[src/rtl/writeback_stage.sv]
// Writeback stage: picks the port A source, writes both register-file ports, runs blocking memory reads.
// Results appear 1 cycle after accept or after mem_rd_valid; stall holds upstream while a read is outstanding.
module writeback_stage #(
    parameter int DATA_W      = 16,
    parameter int MEM_TIMEOUT = 15
) (
    input  logic              clk,
    input  logic              reset,
    input  logic              in_valid,
    input  logic              mem_read_in,
    input  logic              reg_wr_en_1_in,
    input  logic              reg_wr_en_2_in,
    input  logic [2:0]        buff_ctrl_in,
    input  logic [3:0]        reg_wr_sel_in,
    input  logic [DATA_W-1:0] alu_result,
    input  logic [DATA_W-1:0] alu_result_hi,
    input  logic [DATA_W-1:0] imm_data,
    input  logic [DATA_W-1:0] pc_plus1,
    input  logic              mem_rd_valid,
    input  logic [DATA_W-1:0] mem_rd_data,
    input  logic              err_clr,
    output logic              stall,
    output logic              mem_rd_req,
    output logic              rf_wr_en_a,
    output logic [3:0]        rf_wr_addr_a,
    output logic [DATA_W-1:0] rf_wr_data_a,
    output logic              rf_wr_en_b,
    output logic [3:0]        rf_wr_addr_b,
    output logic [DATA_W-1:0] rf_wr_data_b,
    output logic              mem_err,
    output logic              ctrl_err,
    output logic [15:0]       retire_count
);
    typedef enum logic {RUN, WAIT_MEM} state_t;

    localparam logic [7:0] TO_LAST = 8'(MEM_TIMEOUT - 1);

    state_t              state;
    logic [7:0]          cnt;
    logic                lat_en_1;
    logic                lat_en_2;
    logic [3:0]          lat_sel;
    logic [DATA_W-1:0]   lat_hi;

    logic                accept;
    logic                is_mem;
    logic                rsv;
    logic                mem_set;
    logic                ctrl_set;
    logic [DATA_W-1:0]   src_data;

    // buff_ctrl 1 is the MEM source, so it takes the read path even without mem_read_in
    assign accept   = in_valid && !stall && (state == RUN);
    assign is_mem   = mem_read_in || (buff_ctrl_in == 3'd1);
    assign rsv      = (buff_ctrl_in >= 3'd5);
    assign ctrl_set = accept && !is_mem && rsv;
    assign mem_set  = (state == WAIT_MEM) && !mem_rd_valid && (cnt == TO_LAST);

    always_comb begin
        src_data = alu_result;
        case (buff_ctrl_in)
            3'd2:    src_data = imm_data;
            3'd3:    src_data = pc_plus1;
            3'd4:    src_data = alu_result_hi;
            default: src_data = alu_result;
        endcase
    end

    always_ff @(posedge clk or negedge reset) begin
        if (!reset) begin
            state        <= RUN;
            cnt          <= '0;
            lat_en_1     <= 1'b0;
            lat_en_2     <= 1'b0;
            lat_sel      <= '0;
            lat_hi       <= '0;
            stall        <= 1'b0;
            mem_rd_req   <= 1'b0;
            rf_wr_en_a   <= 1'b0;
            rf_wr_addr_a <= '0;
            rf_wr_data_a <= '0;
            rf_wr_en_b   <= 1'b0;
            rf_wr_addr_b <= '0;
            rf_wr_data_b <= '0;
            mem_err      <= 1'b0;
            ctrl_err     <= 1'b0;
            retire_count <= '0;
        end else begin
            rf_wr_en_a <= 1'b0;
            rf_wr_en_b <= 1'b0;
            // A set event in the same cycle overrides the clear
            mem_err    <= mem_set  || (mem_err  && !err_clr);
            ctrl_err   <= ctrl_set || (ctrl_err && !err_clr);
            case (state)
                RUN: begin
                    if (accept) begin
                        if (is_mem) begin
                            lat_en_1   <= reg_wr_en_1_in;
                            lat_en_2   <= reg_wr_en_2_in;
                            lat_sel    <= reg_wr_sel_in;
                            lat_hi     <= alu_result_hi;
                            cnt        <= '0;
                            stall      <= 1'b1;
                            mem_rd_req <= 1'b1;
                            state      <= WAIT_MEM;
                        end else begin
                            rf_wr_en_a   <= reg_wr_en_1_in && !rsv;
                            rf_wr_en_b   <= reg_wr_en_2_in && !rsv;
                            rf_wr_addr_a <= reg_wr_sel_in;
                            rf_wr_data_a <= src_data;
                            rf_wr_addr_b <= reg_wr_sel_in ^ 4'd1;
                            rf_wr_data_b <= alu_result_hi;
                            retire_count <= retire_count + 16'd1;
                        end
                    end
                end
                WAIT_MEM: begin
                    if (mem_rd_valid) begin
                        rf_wr_en_a   <= lat_en_1;
                        rf_wr_en_b   <= lat_en_2;
                        rf_wr_addr_a <= lat_sel;
                        rf_wr_data_a <= mem_rd_data;
                        rf_wr_addr_b <= lat_sel ^ 4'd1;
                        rf_wr_data_b <= lat_hi;
                        retire_count <= retire_count + 16'd1;
                        stall        <= 1'b0;
                        mem_rd_req   <= 1'b0;
                        state        <= RUN;
                    end else if (cnt == TO_LAST) begin
                        stall        <= 1'b0;
                        mem_rd_req   <= 1'b0;
                        state        <= RUN;
                    end else begin
                        cnt <= cnt + 8'd1;
                    end
                end
                default: state <= RUN;
            endcase
        end
    end
endmodule

[config.mk]
export PLATFORM = sky130hd
export DESIGN_NAME = writeback_stage
export DESIGN_NICKNAME = d
export VERILOG_FILES = /design/src/rtl/writeback_stage.sv
export SDC_FILE = /design/constraint.sdc
export NUM_CORES = 1
export LEC_CHECK = 0
export ABC_AREA = 0
export CORE_MARGIN = 2
export CORE_UTILIZATION = 40
export DETAILED_ROUTE_END_ITERATION = 7
export PLACE_DENSITY = 0.79
export SYNTH_ARGS = -nofsm -noshare
export SYNTH_HDL_FRONTEND = slang
export SYNTH_SLANG_ARGS = --single-unit
export TNS_END_PERCENT = 30
[constraint.sdc]
create_clock -name clk -period 2.03 [get_ports clk]
set_input_delay 0.203 -clock clk [delete_from_list [all_inputs] [get_ports clk]]
set_output_delay 0.203 -clock clk [all_outputs]
set_load 0.02 [all_outputs]
Word level (Yosys, flattened, before mapping)
Index checks and enable logic that the tools add are counted.
W data, S select, Z words.

storage, ports and cells
  register bits after elaboration = 92
  input bits = 95
  output and inout bits = 62
  word-level logic and storage cells = 100

operators by class
  add/subtract/negate cells = 2
  $lt $le $gt $ge = 1
  eq/ne operators = 12
  muxes and demuxes = 44
  bitwise gates (word level) = 3
  reductions and logical operators = 22

operators with widths
  cell                     count
  $mux W16                 9
  $pmux W16 S2             3
  $pmux W16 S3             1
  $mux W8                  4
  $mux W4                  6
  $add A16 B1 Y16 const B  1
  $pmux W4 S2              2
  $pmux W8 S2              1
  $mux W1                  14
  $ne A2 B2 Y1 const B     6
  $logic_and A1 B1 Y1      10
  $reduce_and A3 Y1        3
  $add A8 B1 Y8 const B    1
  $eq A8 B4 Y1 const B     1
  $pmux W1 S2              4
  $eq A3 B2 Y1 const B     2
  $logic_not A1 Y1         5
  $reduce_and A4 Y1        1
  $eq A3 B1 Y1 const B     1
  $eq A3 B3 Y1 const B     1
  $ge A3 B3 Y1 const B     1
  $logic_or A1 B1 Y1       3
  $ne A3 B2 Y1 const B     1
  $not A1 Y1               3

Logic depth before layout (Yosys ltp)
Gate-level depths: netlist of the first run.

  word-level depth = 6
  gate-level depth with buffers = 7
  mapped depth without buffers = 6

Least setup slack after synthesis of the first run
No wires, ideal clock.

  kind = register to register
  start = register state
  end = register retire_count[15]
  setup time = 79 ps
  data arrival time = 1734 ps
  data required time = 1951 ps
  slack = 217 ps
  cell stages (with the launch flop) = 7
  path buffers = 2
  period minus slack after synthesis = 1813 ps
  cells stage by stage = dfrtp_1 buf_6 or3b_4 o31a_4 buf_6 nor4b_4 xor2_1

between the ends
  word-level cells in the longest chain between the ends = 4
  elaborated cells between the ends (all ways) = 7
  those cells by class = eq/ne (3); mux (1); bitwise (1); reduce/logical (2)

RTL lines
  element                             line  text
  start, declared                     38    state_t state;
  start signal, assigned              71    state <= RUN;
  start signal, assigned              105   state <= WAIT_MEM;
  start signal, assigned              128   state <= RUN;
  $not A1 Y1 (no source line)         -
  $logic_and A1 B1 Y1                 53    assign accept = in_valid && !stall && (state == RUN);
  $ne A2 B2 Y1 (no source line)       -
  $reduce_and A3 Y1 (no source line)  -
  end signal, assigned                113   retire_count <= retire_count + 16'd1;
  end signal, assigned                125   retire_count <= retire_count + 16'd1;
  end, declared                       32    output logic [15:0] retire_count

Several ways; a longest one is shown, not always the timed one.
A chain may end at the register's enable or synchronous reset.

Final worst setup path of the first run
  start = register state
  end = register rf_wr_data_a[4]

between the ends
  word-level cells in the longest chain between the ends = 4
  elaborated cells between the ends (all ways) = 7
  those cells by class = eq/ne (3); mux (1); bitwise (1); reduce/logical (2)

RTL lines
  element                             line  text
  $not A1 Y1 (no source line)         -
  $logic_and A1 B1 Y1                 53
  $ne A2 B2 Y1 (no source line)       -
  $reduce_and A3 Y1 (no source line)  -
  end signal, assigned                110   rf_wr_data_a <= src_data;
  end signal, assigned                122   rf_wr_data_a <= mem_rd_data;
  end, declared                       26    output logic [DATA_W-1:0] rf_wr_data_a,

Several ways; a longest one is shown, not always the timed one.

==> results.md, run 1 <==
* Post-Route WL at approximately 13,000 um
* CTS tree: done
* R2R cell count at 6
* H-tree depth at 3
* Sequential share of the synthesized area at 0.502
* Synth warn at 0
* Final Cycle Share at 0.939
* Post-synthesis instance total at between 400 and 500
* Post-cts repair resize count at 0
* Starting DRT DRC Count at 315
* Critical Path RT at 2.31 ns
* Die H at 109 um
* Crit path time final at 1.91 ns
* Crit path to: rf_wr_data_a[4]
* Outcome: finished, final reports clean
* Post-Syn Area at around 4400 um^2
* DP Worst Slack at -0.0968 ns
* CP peak stage delay at 0.42 ns
* HPWL Detailed at 9610 um
* PD cells at 1160 nW/um^2
* Via count of the first global-routing pass at 3,898
* Slowest CP cell: dfrtp_2
* Vias per inst at 5.37
* DRC at 0
* Final net count at 680
* Max Slew Vio Count at 0
* Full die area at between 10,000 and 15,000 um^2
* Area Growth Syn to Fin at 44.6%
* Top Family by Delay on Critical Path: compound AO/OA/AOI/OAI gates
* Initial Util at 0.409
* Multi-input gate area at about 2000 um^2
* Reg clk slew, reported paths at 0.09 ns
* Main flop type after synthesis: dfrtp_1
* RePlAce Congestion at 0.834
* Peak supply drop at 574 uV
* Post-synth ARST share at 1.00
* PortBufs at around 160
* Rows at 38
* Core area at 10,800 um^2
* Post-CTS setup repair buffer count at 0
* #FFs+latches synth at 89
* Reg area at between 2000 and 2500 um^2
* WL per Instance at around 17 um
* Netlist cell types at 45
* Via count of the routed design at 3,903
* RSZ-0062 raised after global routing: false
* Ant diodes at 0
* Hold crit path type: in2async
* Post-route setup TNS at 0 ns
* Clock Latency Late Sink at about 0.36 ns
* FMAX at 525 MHz
* CTS Buffer Depth at 2
* Drt pass-1 iters at 5
* Synth Area per Inst at 10.3 um^2
* CP endpoint kind: flop
* Max Cap Viol at 0
* CP arrival at between 2 and 2.5 ns
* Terminus of the critical flop-to-flop path: rf_wr_data_a[4]
* Crit path kind: reg2reg
* Skew final at roughly 0.0048 ns
* Syn nets at around 530
* CP startpoint: state
* CP cell instances: or3b_4 > buf_4 > o31ai_2 > buf_4 > o21ai_0 > o21ai_0
* Num Clock Sinks at 89
* Worst-path fanout max at 18
* Hold slack at around 0.4 ns
* CTS Root Cell: clkbuf_8
* EDFF count, synth at 0
* Bufs and invs on worst path at 2
* Die W at 109 um
* First-pass GRT wire length at slightly below 20,000 um
* GRT Resource Usage Total at 0.216
* Worst setup margin at 0.124 ns
* Proportion of layout cells with a drive suffix above 1 at 0.145
* Stages on the worst setup path at 6
* Final ANT Viol Nets at 0
* GR Overflow Total at 0
* IO Pins at between 150 and 200
* Slew @ Worst Pin at between 0.5 and 0.6 ns
* Relative slew slack at 0.611
* Crit path launch type: flop
* Final Hold Vio Count at 0
* Pleak at 2.71 nW
* Filler cell count at 946
* Initial antenna violation count at 0
* Cts bufs inserted at 9
* Reg2reg setup slack at 0.12 ns
* Start of the worst register-to-register path: state
* Largest net degree at the start of global routing at 90
* # setup viols final at 0
synth_stat cells, drive strengths merged, types with 2 or more instances:
master  instances  area [um^2]
a32o            2         20.0
nor4b           4         50.1
xor2           13          114
and4            2         17.5
buf            17          105
clkbuf         19         71.3
dfrtp          89         2230
nor3            9         45.0
o22ai           2         12.5
and3            2         12.5
nor3b           2         15.0
a22oi          16          120
o221a          16          180
ha              3         37.5
a31oi          17          106
nor2b           4         25.0
o31ai           2         15.0
nand2b          2         12.5
nand2          67          251
mux2           22          248
xnor2           6         52.6
inv             7         26.3
mux2i          20          200
o21ai          56          280
nand3           6         30.0
or3b            2         20.0
nand4           3         18.8
nor2            8         30.0
where the power goes:
group	internal, mW	switching (mW)
clock network	0.632	0.618
logic	1.66	1.66
registers	2.44	0.437
total	4.74	2.71
cell families (layout without fill, tap and decap cells):
logic type	count (synthesis)	count (layout)	share of synthesized area
compound gates	117	117	0.178
xor+xnor	19	19	0.0375
fa+ha+maj	3	3	0.00846
buf+inv	43	201	0.0457
flops	89	89	0.502
mux	42	42	0.101
simple gates	116	116	0.127
per-stage QoR:
stage / instance area, um^2 / total power, mW / std cells / util
floorplan: 4440 / 4.70 / 429 / -
global placement: 6200 / 6.13 / 710 / 0.572
detailed placement: 6200 / 6.26 / 710 / 0.572
CTS: 6410 / 7.50 / 727 / 0.592
global route: 6410 / 7.90 / 727 / 0.592
finish: 6410 / 7.45 / 727 / 0.592
registers in the layout, summed over array words and instances, names as in the netlist:
name          cells
lat_hi           16
retire_count     16
rf_wr_data_a     16
rf_wr_data_b     16
cnt               8
lat_sel           4
rf_wr_addr_a      4
ctrl_err          1
lat_en_1          1
lat_en_2          1
mem_err           1
mem_rd_req        1
rf_wr_addr_b      1
rf_wr_en_a        1
rf_wr_en_b        1
state             1
how the worst min path moves through the flow:
stage | to | startpoint | slack, ns | cells after the start
after CTS | rf_wr_en_a | reset | 0.44 | 3
after global placement | lat_en_1 | reset | 0.28 | 2
after floorplan | cnt[0] | reset | -0.09 | 0
final | rf_wr_en_a | reset | 0.41 | 3
after global routing | lat_en_1 | reset | 0.47 | 3
after detailed placement | rf_wr_en_a | reset | 0.28 | 2
timing repair:
action / in CTS / in global routing
hold buffers: 1 / 0
endpoints found under the hold margin: 89 / 0
endpoints found under the setup margin: 0 / 0
layout make-up:
type | instances | share of cell area
Sequential cell | 89 | 0.347
Multi-Input combinational cell | 297 | 0.314
Timing Repair Buffer | 178 | 0.275
Tap cell | 140 | 0.0273
Clock buffer | 11 | 0.0236
Clock inverter | 5 | 0.00839
Inverter | 7 | 0.00410
cell usage in the layout, fill, tap and decap left out, types with 2 or more instances in the layout:
cell               n
nor2_1             8
o221a_2           16
nand2b_1           2
nor4b_1            3
clkdlybuf4s50_1  155
inv_1              7
and3_1             2
dfrtp_1           88
clkbuf_8          11
nand3_1            6
nand2_1           67
o21ai_0           55
xnor2_1            6
a22oi_1           16
nand4_1            3
nor3_1             9
mux2_2            22
o22ai_1            2
a32o_1             2
mux2i_1           20
ha_1               3
nor2b_1            3
clkinv_2           3
nor3b_1            2
buf_4             19
and4_1             2
buf_12             3
xor2_1            13
a31oi_1           17
tightest hold or removal path: stages:
cell and delay [ns]:
dlygate4sd3_1 0.52, buf_4 0.11, buf_12 0.36
metal layers:
layer / vias to the layer above / track usage / share of wire
li1: 1857 / - / -
met1: 1889 / 0.281 / 0.42
met2: 131 / 0.357 / 0.49
met3: 26 / 0.0350 / 0.057
met4: 0 / 0.0940 / 0.028
met5: - / 0 / 0
No activity file was read; power rests on OpenSTA's default activity.
==> inputs of run 2 (changes only) <==
CAP_MARGIN = 20   (was not set)
==> results of run 2 <==
Final layout, timing and power as in run 1 (identical DEF).
==> inputs of run 3 (changes only) <==
PLACE_DENSITY = 0.72   (was 0.79)
==> run 3 against run 2 <==
  * Non-clock buffer count unchanged
  * Setup slack gained 0.022 ns
  * Register-to-register slack better by 0.02 ns
  * Critical endpoint is now retire_count[6]
  * Largest power group unchanged
==> results.md, run 3 (synthesis results as in run 1) <==
* Outcome: finished, final reports clean
* Terminus of the critical flop-to-flop path: retire_count[6]
* GRT Resource Usage Total at 0.212
* Total Power at 7.71 mW
* Gate power share at 0.434
* H-tree depth at 3
* Clock share of power at 0.194
* First-pass GRT wire length at 19,500 um
* # setup viols final at 0
* Reg2reg setup slack at ~0.15 ns
* RSZ-0062 raised after global routing: false
* Peak supply drop at 665 uV
* Drt pass-1 iters at 5
* Worst-path fanout max at 14
* Critical Path RT at 2.31 ns
* PortBufs at 156
* Seq pwr share at 0.372
* Starting DRT DRC Count at 257
* GR Overflow Total at 0
* Slew @ Worst Pin at around 0.51 ns
* Core area at 10,800 um^2
* Num Clock Sinks at 89
* CTS Buffer Depth at 2
* Post-CTS setup repair buffer count at 0
* Ant diodes at 0
* Pleak at between 2 and 3 nW
* Start of the worst register-to-register path: mem_rd_req
* Filler cell count at about 950
* PD cells at 1190 nW/um^2
* HPWL Detailed at around 9500 um
* Via count of the first global-routing pass at ~3,800
* CTS Root Cell: clkbuf_8
* RePlAce Congestion at 0.865
* Final Util at 0.597
* Via count of the routed design at 3,887
* Largest net degree at the start of global routing at 58
* Skew final at 0.0120 ns
* Die H at 109 um
* R2R cell count at 4
* Max Cap Viol at 0
* Full die area at 12,000 um^2
* Crit path kind: reg2reg
* Slowest CP cell: dfrtp_1
* Final Cycle Share at 0.928
* Crit path time final at 1.88 ns
* Sw frac at 0.355
* Area Growth Syn to Fin at 45.9%
* Multi-input gate area at 2010 um^2
* Commonest non-fill, non-tap cell in the layout: clkdlybuf4s50_1
* IO Pins at 157
* CP cell instances: or3b_4 > o31a_4 > nor4b_1 > xor2_1
* Hold crit path type: in2async
* Post-route setup TNS at 0 ns
* Initial Util at 0.409
* Die W at 109 um
* Clock Latency Late Sink at about 0.35 ns
* Pint at 4.97 mW
* Vias per inst at 5.35
* Proportion of layout cells with a drive suffix above 1 at 0.145
* CTS tree: done
* Worst setup margin at around 0.15 ns
* Cts bufs inserted at 9
* FMAX at 531 MHz
* WL per Instance at 17.4 um
* CP arrival at 2.16 ns
* Post-cts repair resize count at 0
* Crit path launch type: flop
* CP peak stage delay at 0.43 ns
* Final ANT Viol Nets at 0
* DP Worst Slack at -0.0842 ns
* DRC at 0
* Reg clk slew, reported paths at 0.09 ns
* Initial antenna violation count at 0
* Post-Route WL at 12,600 um
* Commonest non-fill, non-tap cells in the layout: clkdlybuf4s50_1 (155), dfrtp_1 (88), nand2_1 (67), o21ai_0 (55), mux2_2 (22)
* Rows at 38
* Net Sw Power at 2.74 mW
* CP endpoint kind: flop
* Final Hold Vio Count at 0
* Max Slew Vio Count at 0
* Relative slew slack at 0.660
* Final net count at roughly 700
* Reg area at 2230 um^2
run 3: changes by cell type in the layout (fill, tap and decap cells not counted):
cell,delta
bufinv_16,+2
clkinv_2,-2
inv_6,+2
buf_12,+1
buf_4,-1
clkbuf_8,-1
clkinv_4,-1
run 3: timing repair:
item	4_1_cts	5_1_grt
hold buffers	1	0
hold endpoints to repair	32	0
setup endpoints to repair	0	0
run 3: power by group through the flow:
stage | clock [mW] | sequential (mW) | combinational (mW)
final | 1.50 | 2.87 | 3.34
after global routing | 1.60 | 2.96 | 3.61
after CTS | 1.54 | 2.88 | 3.37
after detailed placement | 0 | 2.90 | 3.36
after global placement | 0 | 2.87 | 3.29
after floorplan | 0 | 3.33 | 1.37
run 3: metrics by stage:
step                hold WS [ns]  area [um^2]  instances
floorplan                -0.0926         4440        429
detailed placement         0.175         6210        710
global placement           0.170         6210        710
CTS                        0.333         6470        727
global route               0.362         6470        727
finish                     0.333         6470        727
run 3: worst max-delay path, delay by kind of cell (launching register included):
| kind | cells | cell delay (ns) |
|---|---|---|
| flip-flops | 1 | 0.43 |
| AND/OR/NAND/NOR | 2 | 0.81 |
| XOR/XNOR | 1 | 0.19 |
| AO/OA/AOI/OAI | 1 | 0.38 |
run 3: area by class of cell:
type                       count  share of cell area
tap                          140              0.0271
clock buffer                  10              0.0213
multi-input combinational    297               0.311
clock inverter                 6              0.0174
timing repair buffer         178               0.275
sequential                    89               0.344
inverter                       7             0.00406
run 3: per-layer routing:
metal	vias to the layer above	wire length, um	part of all wire	GRT usage
met5	-	0	0	0
met2	121	6320	0.50	0.361
met4	0	281	0.022	0.0606
li1	1842	-	-	-
met1	1904	5380	0.43	0.278
met3	20	645	0.051	0.0385
run 3: worst max path at each step:
stage,slack [ns],depth (start not counted),end,startpoint
3_5_place_dp,-0.08,5,retire_count[6],in_valid
6_report,0.15,4,retire_count[6],mem_rd_req
5_1_grt,0.02,5,rf_wr_data_a[2],state
3_3_place_gp,-0.02,5,retire_count[12],in_valid
2_1_floorplan,0.22,6,retire_count[15],state
4_1_cts,0.15,4,retire_count[6],mem_rd_req
